===== config.mk =====
export PLATFORM = sky130hd
export DESIGN_NAME = fifo_stream_reader
export DESIGN_NICKNAME = d
export VERILOG_FILES = /design/src/rtl/fifo_stream_pkg.sv /design/src/rtl/stream_skid_buf2.sv /design/src/rtl/fifo_stream_reader.sv
export SDC_FILE = /design/constraint.sdc
export NUM_CORES = 1
export LEC_CHECK = 0
export CORE_MARGIN = 10
export CORE_UTILIZATION = 30
export DETAILED_ROUTE_END_ITERATION = 16
export PLACE_DENSITY_LB_ADDON = 0.2
export RECOVER_POWER = 50
export SLEW_MARGIN = 10
export SYNTH_ARGS = -nofsm -noshare
export SYNTH_HDL_FRONTEND = slang
export SYNTH_HIERARCHICAL = 1
export SYNTH_SLANG_ARGS = --single-unit

===== constraint.sdc =====
create_clock -name clk -period 1.62 [get_ports clk]
set_input_delay 0.162 -clock clk [delete_from_list [all_inputs] [get_ports clk]]
set_output_delay 0.162 -clock clk [all_outputs]
set_load 0.01 [all_outputs]

===== src/rtl/fifo_stream_pkg.sv =====
// Shared types for the FIFO read-side stream stage.
// Buffer occupancy encoding and the stream beat bundle.
package fifo_stream_pkg;

    localparam int DEF_DATA_W    = 8;
    localparam int DEF_FRAME_LEN = 4;

    typedef enum logic [1:0] {
        EMPTY = 2'd0,
        ONE   = 2'd1,
        TWO   = 2'd2
    } occ_t;

    typedef struct packed {
        logic [DEF_DATA_W-1:0] data;
        logic                  last;
    } stream_beat_t;

endpackage


===== src/rtl/stream_skid_buf2.sv =====
// Two-entry head/tail buffer with occupancy state machine.
// wr captures into the tail slot; rd retires the head.
import fifo_stream_pkg::*;

module stream_skid_buf2 #(
    parameter int DATA_W = DEF_DATA_W
) (
    input  logic              clk,
    input  logic              rst,
    input  logic              wr,
    input  logic [DATA_W-1:0] wr_data,
    input  logic              rd,
    output logic [DATA_W-1:0] head,
    output occ_t              occ
);

    logic [DATA_W-1:0] tail;

    always_ff @(posedge clk or negedge rst) begin
        if (!rst) begin
            occ  <= EMPTY;
            head <= '0;
            tail <= '0;
        end else begin
            unique case (occ)
                EMPTY: begin
                    if (wr) begin
                        head <= wr_data;
                        occ  <= ONE;
                    end
                end
                ONE: begin
                    if (wr && rd) begin
                        head <= wr_data;
                    end else if (wr) begin
                        tail <= wr_data;
                        occ  <= TWO;
                    end else if (rd) begin
                        occ <= EMPTY;
                    end
                end
                TWO: begin
                    // a write without a read here would overflow; the issuer prevents it
                    if (rd) begin
                        head <= tail;
                        if (wr) begin
                            tail <= wr_data;
                        end else begin
                            occ <= ONE;
                        end
                    end
                end
                default: occ <= EMPTY;
            endcase
        end
    end

endmodule


===== src/rtl/fifo_stream_reader.sv =====
// Drains a synchronous FIFO into a valid/ready stream with frame markers.
// Read issue keeps buffered plus in-flight words at most two.
import fifo_stream_pkg::*;

module fifo_stream_reader #(
    parameter int DATA_W    = DEF_DATA_W,
    parameter int FRAME_LEN = DEF_FRAME_LEN,
    parameter int FCNT_W    = 16
) (
    input  logic              clk,
    input  logic              rst,
    input  logic              fifo_empty,
    input  logic [DATA_W-1:0] fifo_dout,
    output logic              fifo_rd_en,
    output logic              m_valid,
    input  logic              m_ready,
    output logic [DATA_W-1:0] m_data,
    output logic              m_last,
    output logic [7:0]        beat_cnt,
    output logic [FCNT_W-1:0] frame_cnt
);

    localparam logic [7:0] LAST_BEAT = 8'(FRAME_LEN - 1);

    occ_t       occ;
    logic       inflight;
    logic       pop;
    logic [1:0] level;

    stream_skid_buf2 #(
        .DATA_W (DATA_W)
    ) u_buf (
        .clk     (clk),
        .rst     (rst),
        .wr      (inflight),
        .wr_data (fifo_dout),
        .rd      (pop),
        .head    (m_data),
        .occ     (occ)
    );

    assign m_valid = (occ != EMPTY);
    assign pop     = m_valid && m_ready;
    assign m_last  = m_valid && (beat_cnt == LAST_BEAT);

    // occupancy after this cycle's capture and pop; max 3 fits in 2 bits
    assign level      = 2'(occ) + 2'(inflight) - 2'(pop);
    assign fifo_rd_en = rst && !fifo_empty && (level < 2'd2);

    always_ff @(posedge clk or negedge rst) begin
        if (!rst) begin
            inflight  <= 1'b0;
            beat_cnt  <= '0;
            frame_cnt <= '0;
        end else begin
            inflight <= fifo_rd_en;
            if (pop) begin
                beat_cnt <= m_last ? 8'd0 : beat_cnt + 8'd1;
            end
            if (pop && m_last) begin
                frame_cnt <= frame_cnt + 1'b1;
            end
        end
    end

    a_no_rd_empty: assert property (
        @(posedge clk) disable iff (!rst)
        !(fifo_rd_en && fifo_empty)
    );

    a_stall_stable: assert property (
        @(posedge clk) disable iff (!rst)
        (m_valid && !m_ready) |=> (m_valid && $stable(m_data))
    );

    a_occ_range: assert property (
        @(posedge clk) disable iff (!rst)
        (2'(occ) <= 2'd2) && !(occ == TWO && inflight && !pop)
    );

endmodule


==> impl_metrics.yaml <==
status:
  status: "complete, but fails checks"
  violations: "setup timing"
global_route:
  antenna_found_initial: 0
  grt-ovfl-total: 0
  grt_busiest_layer: "met2"
  grt_max_degree: 44
  globalRouteMet3Util_pct: 3.59
  grt_pass1_wl_um: 8310
  met1_usage_pct: 11.0
  gr-usage-met2_pct: 14.6
  track_usage_pct: 9.27
  grt_pass1_vias: 1663
cts:
  cts_inserted_buffers: 5
  clockBufferDepth: 2
  cts_sinks: 43
  tritoncts: "done"
  clk_pin_slew_ns: 0.08
  root_buffer: "clkbuf_8"
  clkLatencyLatePin_ns: 0.30
  htreeDepth: 2
power_and_ir_drop:
  ir_worst_vdd_mv: 0.627
  p_leak_nw: 1.39
  total_power_w: 0.00451
  p_per_area_nw_per_um2: 1430
timing:
  rsz0062_at_grt: "true"
  slew_violations: 0
  tightest_slew_ns: 0.996
  skew_ns: 0.00597
  finalCriticalPeriod_ns: 1.89
  fmax_ghz: 0.530
  hold_violations: 0
  worst_slack_ns: -0.268
  max_slew_margin_pct: 33.6
  min_period_over_period_pct: 117
  finalSetupViolCount: 29
cells_and_area:
  postLayoutCoreUtil_pct: 46.2
  syn2layout_area_growth_pct: 48.8
  fill_cells: 671
  drive_gt1_share_pct: 32.8
  stdcell_count: 346
  final_area_sq_um: 3150
  layout_common_cells: "dfrtp_1 (42), clkdlybuf4s50_1 (42), buf_4 (27), xnor2_1 (20), mux2_4 (18)"
  diodes: 0
  finalNetCount: 264
floorplan:
  die_height_um: 104
  core-area_sq_um: 6830
  die_w_um: 104
  initial_core_util_pct: 31.0
  ios: 47
  rows: 30
  fp.dieArea_sq_um: 10800
run:
  cap_violations: 0
placement:
  dp_cells: 330
  place_area_sq_um: 2880
  place_congestion: 0.764
  port_buffers: 46
  hpwl_um: 3410
  dp_worst_setup_slack_ns: -0.629
synth:
  syn-cell-area_sq_um: 2120
  synth_top_area_cell: "dfrtp_1"
  async_reset_ff_share_pct: 100
  synth_top_area_share_pct: 50.8
  synth_ff_type: "dfrtp_1"
  ys.warnings.count: 6
  synth_cell_type_count: 35
  ys_top_cells_by_area: "dfrtp_1 (51%), mux2_4 (12%), xnor2_1 (9.1%)"
  yosysSeqAreaShare_pct: 50.8
  avgSynthCellArea_sq_um: 12.8
  synth_edf_count: 0
  syn_nets: 181
  syn_inst: 166
  synth-seq-cells: 43
critical_path:
  reg2regPathDepth: 7
  cp_max_fo: 2
  path_class: "flip-flop to output port"
  cp-start-kind: "flip-flop"
  worstPathRequired_ns: 1.46
  cp-end-kind: "output port"
  arrival_ns: 1.73
  rrSetupSlack_ns: -0.26
detailed_routing:
  vias_per_cell: 4.41
  vias: 1526
  drt_wl_total_um: 4820
  routedWlPerCell_um: 13.9
  firstDrtPassIters: 4
  ant_nets: 0
  drt_iter0_markers: 23
  drc: 0
min_path:
  hold_depth: 2
  hold_path.class: "input pin to flip-flop"
[state kept, by name (all words and copies together) (netlist names)]
name,flops
beat_cnt,8
frame_cnt,16
inflight,1
u_buf/head,8
u_buf/occ,2
u_buf/tail,8
[layout make-up]
cell class / instances / area, sq um / area share, %
multi-input combinational: 115 / 1080 / 34.1
sequential: 43 / 1080 / 34.2
clock inverter: 2 / 35.0 / 1.11
inverter: 4 / 15.0 / 0.476
timing repair buffer: 80 / 748 / 23.7
tap: 96 / 120 / 3.81
clock buffer: 6 / 82.6 / 2.62
[per-layer routing]
layer	vias to the layer above	routed length, um
li1	744	-
met1	734	2230
met2	38	2190
met3	10	320
met4	0	87
met5	-	0
[stage by stage]
stage	TNS [ns]	hold slack, ns
after global routing	-5.51	0.506
after detailed placement	-7.13	0.305
after global placement	-6.82	0.308
after floorplan	-0.196	-0.134
after CTS	-3.59	0.482
final	-3.27	0.488
[synthesized netlist by cell type, drive strengths merged, types with 2 or more instances]
library cell  instances
mux2                 25
nor3                  2
o21ai                 5
xor2                  2
nand2                 9
dfrtp                43
nor2b                 4
xnor2                22
nor3b                 2
nand4                 9
ha                    3
nor2                  4
inv                   4
nand3                12
and3                  5
buf                   4
[cells by family after synthesis]
family / Yosys count / synth area share (%)
and+or+nand+nor: 55 / 15.1
buffers and inverters: 8 / 2.83
DFF: 43 / 50.8
muxes: 25 / 16.3
adders and majority gates: 3 / 1.77
AOI/OAI and AO/OA: 8 / 3.31
xor gates and xnor gates: 24 / 9.92
[repair_timing]
| item | in CTS | in global routing |
|---|---|---|
| resized for setup | 21 | 6 |
| setup endpoints to repair | 33 | 38 |
| cloned | 0 | 0 |
| pin swaps | 6 | 3 |
| endpoints found under the hold margin | 43 | 0 |
| hold buffers | 1 | 0 |
| buffers inserted | 7 | 1 |
[worst max-delay path, cell delays in order (launching register included)]
cell     delay [ns]
dfrtp_1        0.41
o21ai_4        0.16
inv_2          0.07
ha_4           0.27
nor2b_4        0.04
xnor2_2        0.13
nor3b_2        0.18
buf_2          0.16
[final timing paths]
path / start / to
min: fifo_dout[7] / u_buf/tail[7]
min in group asynchronous: rst / inflight
max in group asynchronous: rst / u_buf/occ[1]
max: u_buf/occ[0] / fifo_rd_en
min reg2reg: u_buf/tail[3] / u_buf/tail[3]
max reg2reg: u_buf/occ[1] / frame_cnt[1]
[where the power goes]
group	total (W)	internal (W)	switching [W]
clock network	0.000870	0.000499	0.000371
logic	0.00208	0.00128	0.000800
registers	0.00156	0.00139	0.000173
total	0.00451	0.00316	0.00134
Power figures use the tool's default switching activity.
